<file path="src/rtl/rate_enable_gen.sv">
// -----------------------------------------------------------------------------
// rate_enable_gen
//
// Programmable enable-pulse generator for a downstream 8-bit T-flip-flop
// counter. A two-state FSM (IDLE/RUN) free-runs a down-counter that issues a
// one-cycle enable every DIV(rate_sel) clocks while run is high. With
// rate_sel = 00 the enable is held high on every RUN cycle.
//
// Optional feature (macro RATE_STEP_EN): a push button on step_n is
// synchronised and its falling edge produces a single enable pulse while the
// FSM is in IDLE. Without the macro, step_n is ignored and IDLE never pulses.
//
// Parameters:
//   DIV_1HZ, DIV_2HZ, DIV_4HZ - clock cycles per pulse for rate_sel 01/10/11
//   CNT_W                     - divider width, must hold every DIV_* - 1
//
// Ports:
//   clk      in   rising-edge clock
//   clr      in   asynchronous active-low reset
//   run      in   level, 1 = free-run pulse generation
//   rate_sel in   [1:0] 00 every cycle, 01 DIV_1HZ, 10 DIV_2HZ, 11 DIV_4HZ
//   step_n   in   raw active-low single-step button (RATE_STEP_EN only)
//   en_pulse out  registered one-cycle enable
//   running  out  registered, 1 while the FSM is in RUN
//   div_cnt  out  [CNT_W-1:0] current divider count
// -----------------------------------------------------------------------------
module rate_enable_gen #(
  parameter int unsigned DIV_1HZ = 50000000,
  parameter int unsigned DIV_2HZ = 25000000,
  parameter int unsigned DIV_4HZ = 12500000,
  parameter int unsigned CNT_W   = 28
) (
  input  logic             clk,
  input  logic             clr,
  input  logic             run,
  input  logic [1:0]       rate_sel,
  input  logic             step_n,
  output logic             en_pulse,
  output logic             running,
  output logic [CNT_W-1:0] div_cnt
);

  typedef enum logic {
    IDLE = 1'b0,
    RUN  = 1'b1
  } state_t;

  state_t      state;
  logic [1:0]  sel_q;       // registered copy of rate_sel, detects rate changes
  logic        step_edge;   // one-cycle falling-edge strobe from step_n
  logic [CNT_W-1:0] reload;

  // Reload value DIV(sel) - 1; sel = 00 means divide-by-one.
  function automatic logic [CNT_W-1:0] reload_of(input logic [1:0] sel);
    case (sel)
      2'b01:   reload_of = CNT_W'(DIV_1HZ - 1);
      2'b10:   reload_of = CNT_W'(DIV_2HZ - 1);
      2'b11:   reload_of = CNT_W'(DIV_4HZ - 1);
      default: reload_of = '0;
    endcase
  endfunction

  assign reload = reload_of(rate_sel);

`ifdef RATE_STEP_EN
  logic step_s1, step_s2, step_s3;

  // Two-flop synchroniser plus one history flop. Flops rest at 1 (button
  // released) so reset can never fabricate an edge.
  always_ff @(posedge clk or negedge clr) begin
    if (!clr) begin
      step_s1 <= 1'b1;
      step_s2 <= 1'b1;
      step_s3 <= 1'b1;
    end else begin
      step_s1 <= step_n;
      step_s2 <= step_s1;
      step_s3 <= step_s2;
    end
  end

  assign step_edge = step_s3 & ~step_s2;
`else
  logic unused_step_n;
  assign unused_step_n = step_n;
  assign step_edge     = 1'b0;
`endif

  // NOTE: every register here is assigned with <= so all flops sample the
  // pre-edge values of each other; a blocking = would let later statements
  // see already-updated state and silently change the cycle behaviour.
  always_ff @(posedge clk or negedge clr) begin
    if (!clr) begin
      // NOTE: the async reset clears every flop of the block, including the
      // rate_sel copy, so the first edge after release starts from a known
      // IDLE state regardless of clk activity during reset.
      state    <= IDLE;
      en_pulse <= 1'b0;
      running  <= 1'b0;
      div_cnt  <= '0;
      sel_q    <= 2'b00;
    end else begin
      sel_q   <= rate_sel;
      // The next state is RUN exactly when run is high, in either state.
      running <= run;

      case (state)
        IDLE: begin
          div_cnt  <= reload;
          en_pulse <= step_edge;
          if (run) state <= RUN;
        end

        RUN: begin
          if (!run) begin
            // Deassert wins over a terminal count: no pulse on this edge.
            state    <= IDLE;
            div_cnt  <= reload;
            en_pulse <= 1'b0;
          end else if (rate_sel != sel_q) begin
            // Rate change restarts the period from the new divider.
            div_cnt  <= reload;
            en_pulse <= 1'b0;
          end else if (div_cnt == '0) begin
            div_cnt  <= reload;
            en_pulse <= 1'b1;
          end else begin
            div_cnt  <= div_cnt - 1'b1;
            en_pulse <= 1'b0;
          end
        end
      endcase
    end
  end

endmodule

</file>
<file path="config.mk">
export PLATFORM = sky130hd
export DESIGN_NAME = rate_enable_gen
export DESIGN_NICKNAME = d
export VERILOG_FILES = /design/src/rtl/rate_enable_gen.sv
export SDC_FILE = /design/constraint.sdc
export NUM_CORES = 1
export LEC_CHECK = 0
export ABC_AREA = 0
export BUFFER_PORTS_ARGS = -buffer_cell sky130_fd_sc_hd__buf_4
export CORE_MARGIN = 10
export CORE_UTILIZATION = 45
export CTS_CLUSTER_DIAMETER = 100
export DETAILED_ROUTE_END_ITERATION = 10
export GPL_TIMING_DRIVEN = 0
export PLACE_DENSITY = 0.63
export SETUP_SLACK_MARGIN = 0.05
export SYNTH_ARGS = -nofsm -noshare
export SYNTH_HDL_FRONTEND = slang
export SYNTH_SLANG_ARGS = --single-unit
</file>
<file path="constraint.sdc">
create_clock -name clk -period 2.41 [get_ports clk]
set_clock_uncertainty 0.2 [all_clocks]
set_input_delay 0 -clock clk [delete_from_list [all_inputs] [get_ports clk]]
set_output_delay 0 -clock clk [all_outputs]
set_load 0.05 [all_outputs]
</file>
# Word-level counts from Yosys, hierarchy flattened

Index checks and enable logic that the tools add are counted.

Register bits: 33
Bits of input ports: 6
Output and inout port bits: 30
Logic and storage cells: 22

Add/sub/neg operators: 1
Equality and inequality tests: 4
Multiplexer cells: 10
Bitwise operators: 1
Reductions and logical operators: 1

Operator list:

| cell                                               | count |
|---|---|
| two-way mux 28 bit                                 | 3 |
| one-hot mux 26 bit (3 select lines)                | 1 |
| one-hot mux 28 bit (2 select lines)                | 1 |
| zero test 28 bit                                   | 1 |
| subtractor 28 x 1 -> 28 bit, second input constant | 1 |
| == test 2 bit, second input constant               | 2 |
| two-way mux 1 bit                                  | 4 |
| == test 2 x 1 -> 1 bit, second input constant      | 1 |
| != test 2 bit                                      | 1 |
| one-hot mux 1 bit (2 select lines)                 | 1 |
| NOT 1 bit                                          | 1 |

# Depth between registers and ports, before layout

Gate-level depths: netlist (run 1).

Depth after elaboration: 6
Gate-level depth with buffers: 8
Depth with buffers taken out: 7

# Least setup slack after synthesis (run 1)

Ideal clock, no wire load.

Path kind: register -> register
From: register div_cnt[14]
To: register div_cnt[0]
Library setup time: 0.142 ns
Arrival: 2.062 ns
Required time: 2.068 ns
Path slack: 0.006 ns
Cell stages (with the launch flop): 8
Path buffers: 2
Period minus slack after synthesis: 2.404 ns
Cell sequence: dfrtp_1 or4_1 buf_2 nor4_4 a21oi_4 nor2b_4 buf_12 a21oi_2

Longest elaborated chain between the ends: 5

RTL lines:

| element                             | line | text |
|---|---|---|
| start: declaration                  | 40   | `output logic [CNT_W-1:0] div_cnt` |
| start signal: assignment            | 109  | `div_cnt <= reload;` |
| start signal: assignment            | 118  | `div_cnt <= reload;` |
| start signal: assignment            | 122  | `div_cnt <= reload;` |
| zero test 28 bit                    | 124  | `end else if (div_cnt == '0) begin` |
| two-way mux 28 bit                  | 124  |  |
| two-way mux 28 bit                  | 120  | `end else if (rate_sel != sel_q) begin` |
| two-way mux 28 bit                  | 115  | `if (!run) begin` |
| one-hot mux 28 bit (2 select lines) | 107  | `case (state)` |

No other way between the ends.

# Worst setup path in the final report (run 1)

From: register div_cnt[14]
To: register div_cnt[25]

Longest elaborated chain between the ends: 5
Elaborated cells between the ends (all ways): 6
Those cells by class: 1 x add/sub; 4 x mux; 1 x reduce/logical

RTL lines:

| element                                                                | line |
|---|---|
| subtractor 28 x 1 -> 28 bit / zero test 28 bit (equally long branches) | 128, 124 |
| two-way mux 28 bit (*)                                                 | 124 |
| two-way mux 28 bit (*)                                                 | 120 |
| two-way mux 28 bit (*)                                                 | 115 |
| one-hot mux 28 bit (2 select lines) (*)                                | 107 |

Mark *: on every way between the ends. The rest lies on a longest branch, timed or not.

==> impl_results.md, run 1 <==
- Delay-heaviest family, CP: simple AND/OR/NAND/NOR gates
- Synthesized flop and latch total: 32
- VDD IR max: roughly 330 uV
- Worst-case clock buffer depth: 2
- Die area: 7000 um^2
- Drt total wl: approximately 4600 um
- CTS Buf Count: 5
- Synth Net Count: between 150 and 200
- Clock Pin Slew Worst Setup and Hold Paths: around 0.06 ns
- Initial antenna violation count: 0
- Ys Warns: 0
- Post-synthesis xor/xnor area fraction: 0.125
- Max-Cap Viols: 0
- CP Launch Type: register
- HP Class: in2reg
- Die W: approximately 84 um
- Area growth, synth to finish: 33.4%
- PD cells: between 500 and 600 nW/um^2
- CP Cell Sequence: or4_4 -> buf_6 -> nor4_4 -> buf_4 -> buf_4 -> nand3b_1 -> xor2_1 -> a21oi_2
- Detail Route Antenna Nets: 0
- Sequential fraction of the synthesis area: 0.439
- # H-tree levels: 2
- Leading post-synthesis cells by cell area: dfrtp_1, xnor2_1, a21oi_2
- Crit-path slowest cell: or4_4
- Yosys cell types: 39
- Clock Latency Late Sink: ~0.28 ns
- DR vias: approximately 1,500
- Compound-gate portion of the synthesized area: 0.109
- RSZ-0062 raised after global routing: no
- Wire length per cell: 16.6 um
- Max Fclk: about 440 MHz
- Outcome: finished clean
- Crit end category: register
- Slew margin rel.: 0.717
- Starting Density: 0.460
- Share of post-route cells with drive strength above 1: 0.389
- CP Max Fanout: 6
- Nets: 240
- Mapped Area: about 1800 um^2
- Clock Sinks: 32
- Mux cell area share after synthesis: 0
- Residual DRC: 0
- Vias/cell: approximately 5.2
- Area fraction of the dominant cell type after synthesis: 0.439
- WP depth: 8
- Critical Path Sink: div_cnt[25]
- Reg2Reg Capture Point: div_cnt[25]
- Gate Count Post-Synth: between 150 and 200
- Minimum clock period: 2.28 ns
- Hold Fails Final Rpt: 0
- Final setup TNS: 0 ns
- Root buf cell: clkbuf_8
- Area after DPL: about 2100 um^2
- Worst slew pin tran: 0.421 ns
- First-pass GRT wire length: approximately 7500 um
- DR iter-0 viols: just under 70
- DP HPWL: between 3000 and 4000 um
- Critical Path RT: between 2 and 2.5 ns
- Largest family of logic cells by synthesized area: simple AND/OR/NAND/NOR gates
- Crit-path most repeated cell: buf_4
- RR Startpoint: div_cnt[14]
- Post-synthesis adder-cell area fraction: 0.0411
- Simple-gate area share of the yosys netlist: 0.244
- DIE HEIGHT: 83.7 um
- Global Route Usage Sum: 0.130
- Fin. max-slew vios: 0
- Vias in the first global route: between 1,000 and 1,500
- Finished Core Util: 0.613
- CP max stage delay: 0.54 ns
- Buf+Inv Stages, Crit Path: 3
- Crit path from: div_cnt[14]
- Setup slack, reg-to-reg: approximately 0.13 ns
- Leakage: 0.00104 uW
- Avg Cell Area, Syn: around 11 um^2
- IO buf count: 34
- Final non-filler cell area: ~2400 um^2
- Pin count of the biggest net entering global routing: 32
- Arrival time at the worst endpoint: 2.24 ns
- Core footprint: 3970 um^2
- CP Class: reg2reg
- Final worst-path cycle share: 0.944
- Remaining Overflow, GRT: 0
- I/O pin total: 36
- Drt pass-1 iters: 4
- Global placer's final weighted congestion: 0.805
- Antenna Cells: 0
- Yosys top cell by area: dfrtp_1
- TritonCTS clock tree: yes
- Final number of setup-violating endpoints: 0
- Reg2reg path depth: 8
- Cell Rows: 23
- Hold WS: between 0.15 and 0.2 ns
-- placed cells by master (no fill, tap or decap), drive strengths merged, types with 6 or more instances in the layout --
cell,Yosys,final
nor2,16,16
xnor2,15,15
dfrtp,32,32
or3,6,6
nand4,7,7
ha,6,6
a21oi,22,23
dlygate4sd3,0,6
nor4,6,6
clkbuf,1,10
xor2,11,11
buf,5,50
nor3,10,10
-- kinds of logic (layout without fill, tap and decap cells) --
logic type,after synthesis,after routing
simple gates,68,68
flops,32,32
compound gates,26,27
xor+xnor,26,26
buf+inv,10,70
fa+ha+maj,6,6
-- worst reg2reg max path: cells and delay by family, from the launching register on --
| kind | cells | cell delay (ns) |
|---|---|---|
| AOI/OAI and AO/OA | 1 | 0.07 |
| and+or+nand+nor | 3 | 0.85 |
| DFF | 1 | 0.43 |
| buffers and inverters | 3 | 0.44 |
| xor gates and xnor gates | 1 | 0.18 |
-- worst min path at each step --
stage / from / end / slack [ns] / cells past startpoint
2_1_floorplan: clr / div_cnt[0] / -0.50 / 0
3_3_place_gp: clr / div_cnt[4] / -0.24 / 1
3_5_place_dp: clr / div_cnt[4] / -0.24 / 1
4_1_cts: run / running / 0.17 / 2
5_1_grt: run / running / 0.17 / 2
6_report: run / running / 0.18 / 2
-- stage by stage --
step                      cells  total power, uW  worst slack (ns)
after global routing        279             1490            0.0729
after global placement      252              969            0.0342
final                       279             1410             0.135
after CTS                   266             1410            0.0807
after detailed placement    252              976            0.0106
after floorplan             168              861            0.0619
-- Yosys cell counts --
| library cell | number |
|---|---|
| nor4_1 | 3 |
| a31oi_2 | 1 |
| and4b_1 | 1 |
| nor3_1 | 9 |
| nor3_2 | 1 |
| nor4_4 | 2 |
| nor2_1 | 14 |
| xor2_1 | 11 |
| nor4_2 | 1 |
| inv_1 | 4 |
| ha_1 | 6 |
| nor2_2 | 1 |
| nand2_1 | 5 |
| or3_2 | 1 |
| o21ai_0 | 1 |
| dfrtp_1 | 32 |
| nor2_4 | 1 |
| or4_4 | 1 |
| nor4b_1 | 2 |
| xnor2_1 | 15 |
| or2_1 | 1 |
| o41ai_1 | 1 |
| or2_2 | 2 |
| a21oi_4 | 1 |
| a31oi_1 | 1 |
| buf_12 | 1 |
| buf_6 | 3 |
| nand4_1 | 7 |
| and3b_2 | 1 |
| nor2b_4 | 1 |
| or3_1 | 5 |
| buf_2 | 1 |
| nand3b_1 | 1 |
| a21oi_1 | 9 |
| a21oi_2 | 12 |
| and4_1 | 2 |
| clkbuf_1 | 1 |
| and2_1 | 5 |
| or4_1 | 1 |
-- flip-flops by register name, summed over array words and instances (netlist names) --
register  count
div_cnt      28
sel_q         2
en_pulse      1
running       1
-- timing repair --
action / CTS / global route
setup endpoints to repair: 3 / 26
gates resized for setup: 1 / 6
hold buffers: 6 / 0
pin swaps: 0 / 5
cloned: 0 / 2
buffers inserted: 0 / 11
hold endpoints to repair: 35 / 0
-- report_power, final --
| group | switching (uW) | total [uW] | internal, uW |
|---|---|---|---|
| Combinational | 233 | 366 | 132 |
| Clock | 188 | 420 | 233 |
| Sequential | 53.2 | 628 | 574 |
| Total | 474 | 1410 | 939 |
-- per-layer routing --
metal | vias up | routed length [um] | GRT usage | share of wire
met2 | 41 | 2210 | 0.203 | 0.48
met1 | 702 | 2100 | 0.161 | 0.45
li1 | 716 | - | - | -
met4 | 0 | 59 | 0.0472 | 0.013
met5 | - | 0 | 0 | 0
met3 | 5 | 268 | 0.0430 | 0.058
-- cell type report --
type | instances | area [um^2]
plain buffers | 6 | 72.6
flip-flops and latches | 32 | 805
clock buffers | 8 | 90.1
well taps | 50 | 62.6
multi-input cells | 127 | 967
repair buffers | 52 | 423
fillers | 338 | 1540
inverters | 4 | 15.0
No activity file was read; power rests on OpenSTA's default activity.
==> inputs of run 2 (changes only) <==
--- a/config.mk
+++ b/config.mk
@@ -7,7 +7,7 @@
 export LEC_CHECK = 0
 export ABC_AREA = 0
 export BUFFER_PORTS_ARGS = -buffer_cell sky130_fd_sc_hd__buf_4
-export CORE_MARGIN = 10
+export CORE_MARGIN = 2
 export CORE_UTILIZATION = 45
 export CTS_CLUSTER_DIAMETER = 100
 export DETAILED_ROUTE_END_ITERATION = 10
==> impl_results.md, run 2 (synthesis gave the netlist of run 1 again) <==
- CTS Buf Count: 5 (unchanged)
- DR iter-0 viols: 78 (+13%)
- Max Fclk: 429 MHz (-2.3%)
- Most frequent cells in the layout: buf_4, dfrtp_1, xnor2_1
- Area after DPL: 2150 um^2 (unchanged)
- Commonest non-fill, non-tap cell in the layout: buf_4
- Arrival time at the worst endpoint: 2.30 ns (+0.06 ns)
- Drt pass-1 iters: 4 (unchanged)
- Final Power: 1410 uW (-0.39%)
- Die area: 4580 um^2 (-35%)
- Cell Rows: 23 (unchanged)
- Remaining Overflow, GRT: 0 (unchanged)
- Fin. max-slew vios: 0 (unchanged)
- Outcome: finished, violations left
- Pin count of the biggest net entering global routing: 33 (+3.1%)
- Pre-CTS setup slack: 0.0863 ns (+0.0757 ns)
- PD cells: 596 nW/um^2 (+2.7%)
- First-pass GRT wire length: 6530 um (-12%)
- RR Startpoint: div_cnt[14]
- RSZ-0062 raised after global routing: no
- Worst slew pin tran: 0.418 ns (-0.00225 ns)
- Clock Pin Slew Worst Setup and Hold Paths: 0.07 ns (about the same)
- Final setup TNS: 0 ns (unchanged)
- Root buf cell: clkbuf_8
- Vias/cell: 5.30 (+0.98%)
- Global placer's final weighted congestion: 0.819 (+1.7%)
- Detail Route Antenna Nets: 0 (unchanged)
- # H-tree levels: 2 (unchanged)
- Vias in the first global route: 1,336 (-9.7%)
- Largest regs: div_cnt (28), sel_q (2)
- Area growth, synth to finish: 29.4%
- Antenna Cells: 0 (unchanged)
- Critical Path RT: 2.38 ns (about the same)
- Top reg by flops: div_cnt
- Max reg flops: 28 (unchanged)
- Clock Sinks: 32 (unchanged)
- Setup slack, reg-to-reg: 0.08 ns (-0.05 ns)
- Clock Latency Late Sink: 0.29 ns (about the same)
- DR vias: 1,436 (-1.9%)
- Die W: 67.7 um (-19%)
- Slew margin rel.: 0.720 (+0.00282)
- DIE HEIGHT: 67.7 um (-19%)
- Reg2Reg Capture Point: div_cnt[12]
- Drt total wl: 4180 um (-10%)
- Minimum clock period: 2.33 ns (+0.0547 ns)
- I/O pin total: 36 (unchanged)
- Worst-case clock buffer depth: 2 (unchanged)
- Nets: 232 (-3.3%)
- DP HPWL: 2950 um (-9.2%)
- CP Launch Type: register
- Failing checks: hold timing
- Initial antenna violation count: 0 (unchanged)
- Global Route Usage Sum: 0.198 (+0.0686)
- Setup WS post-layout: 0.0802 ns (-0.0547 ns)
- Hold WS: -0.0145 ns (-0.195 ns)
- Reg2reg path depth: 8 (unchanged)
- Max-Cap Viols: 0 (unchanged)
- Final non-filler cell area: 2360 um^2 (-3.0%)
- Core footprint: 3940 um^2 (-0.72%)
- Residual DRC: 0 (unchanged)
- Starting Density: 0.463 (+0.00336)
- Leakage: 0.000998 uW (-3.8%)
- VDD IR max: 279 uV (-16%)
- CP Max Fanout: 10 (+4)
- TritonCTS clock tree: yes
- Final number of setup-violating endpoints: 0 (unchanged)
- Wire length per cell: 15.4 um (-7.3%)
- Hold Fails Final Rpt: 20 (+20)
- Share of post-route cells with drive strength above 1: 0.376 (-0.0131)
- Final worst-path cycle share: 0.967 (+0.0227)
- Crit end category: register
- CP Class: reg2reg
- HP Class: in2async
- IO buf count: 34 (unchanged)
==> run 2: cell types whose count changed in the layout (fill, tap and decap cells not counted), sizes merged <==
cell         previous run  this run
dlygate4sd3             6         4
buf                    50        44
==> run 2: report_power, final <==
group / total (uW) / switching (uW) / internal (uW) / leakage (uW)
clock network: 430 / 198 / 233 / 0.0000455
registers: 626 / 51.3 / 574 / 0.000378
logic: 352 / 228 / 124 / 0.000575
total: 1410 / 477 / 931 / 0.000998
==> run 2: area by class of cell <==
| cell class | count | area (um^2) |
|---|---|---|
| multi-input combinational | 127 | 963 |
| buffer | 6 | 68.8 |
| sequential | 32 | 805 |
| timing repair buffer | 44 | 358 |
| clock buffer | 8 | 90.1 |
| inverter | 4 | 15.0 |
| fill | 355 | 1580 |
| tap | 50 | 62.6 |
==> run 2: how the worst max path moves through the flow <==
stage	depth (start not counted)	from	to	slack (ns)
4_1_cts	6	div_cnt[14]	div_cnt[14]	0.07
3_3_place_gp	6	div_cnt[14]	div_cnt[14]	0.07
5_1_grt	6	div_cnt[3]	div_cnt[27]	0.04
3_5_place_dp	6	div_cnt[14]	div_cnt[14]	0.09
6_report	8	div_cnt[14]	div_cnt[12]	0.08
2_1_floorplan	6	div_cnt[21]	div_cnt[0]	0.06
==> run 2: critical path: stages (launching register included) <==
cell     delay [ns]
dfrtp_2        0.43
or4_1          0.53
buf_4          0.18
nor4_4         0.24
buf_4          0.18
a21oi_4        0.10
nor2b_4        0.15
buf_12         0.15
a31oi_2        0.04
==> run 2: timing repair <==
item / 4_1_cts / 5_1_grt
gates resized for setup: 0 / 5
setup endpoints to repair: 0 / 25
endpoints found under the hold margin: 35 / 0
buffers inserted: 0 / 5
hold buffers: 4 / 0
==> run 2: through the flow <==
step | hold WS [ns] | std cells | utilization
final | -0.0145 | 271 | 0.599
after global routing | 0.0194 | 271 | 0.599
after CTS | 0.00353 | 264 | 0.578
after detailed placement | -0.230 | 252 | 0.545
after global placement | -0.244 | 252 | 0.545
after floorplan | -0.496 | 168 | -
==> run 2: per-layer routing <==
| layer | vias up | GRT usage | part of all wire |
|---|---|---|---|
| met1 | 701 | 0.266 | 0.48 |
| met2 | 31 | 0.300 | 0.47 |
| met4 | 0 | 0.0918 | 0.016 |
| met5 | - | 0 | 0 |
| met3 | 7 | 0.0467 | 0.039 |
| li1 | 697 | - | - |
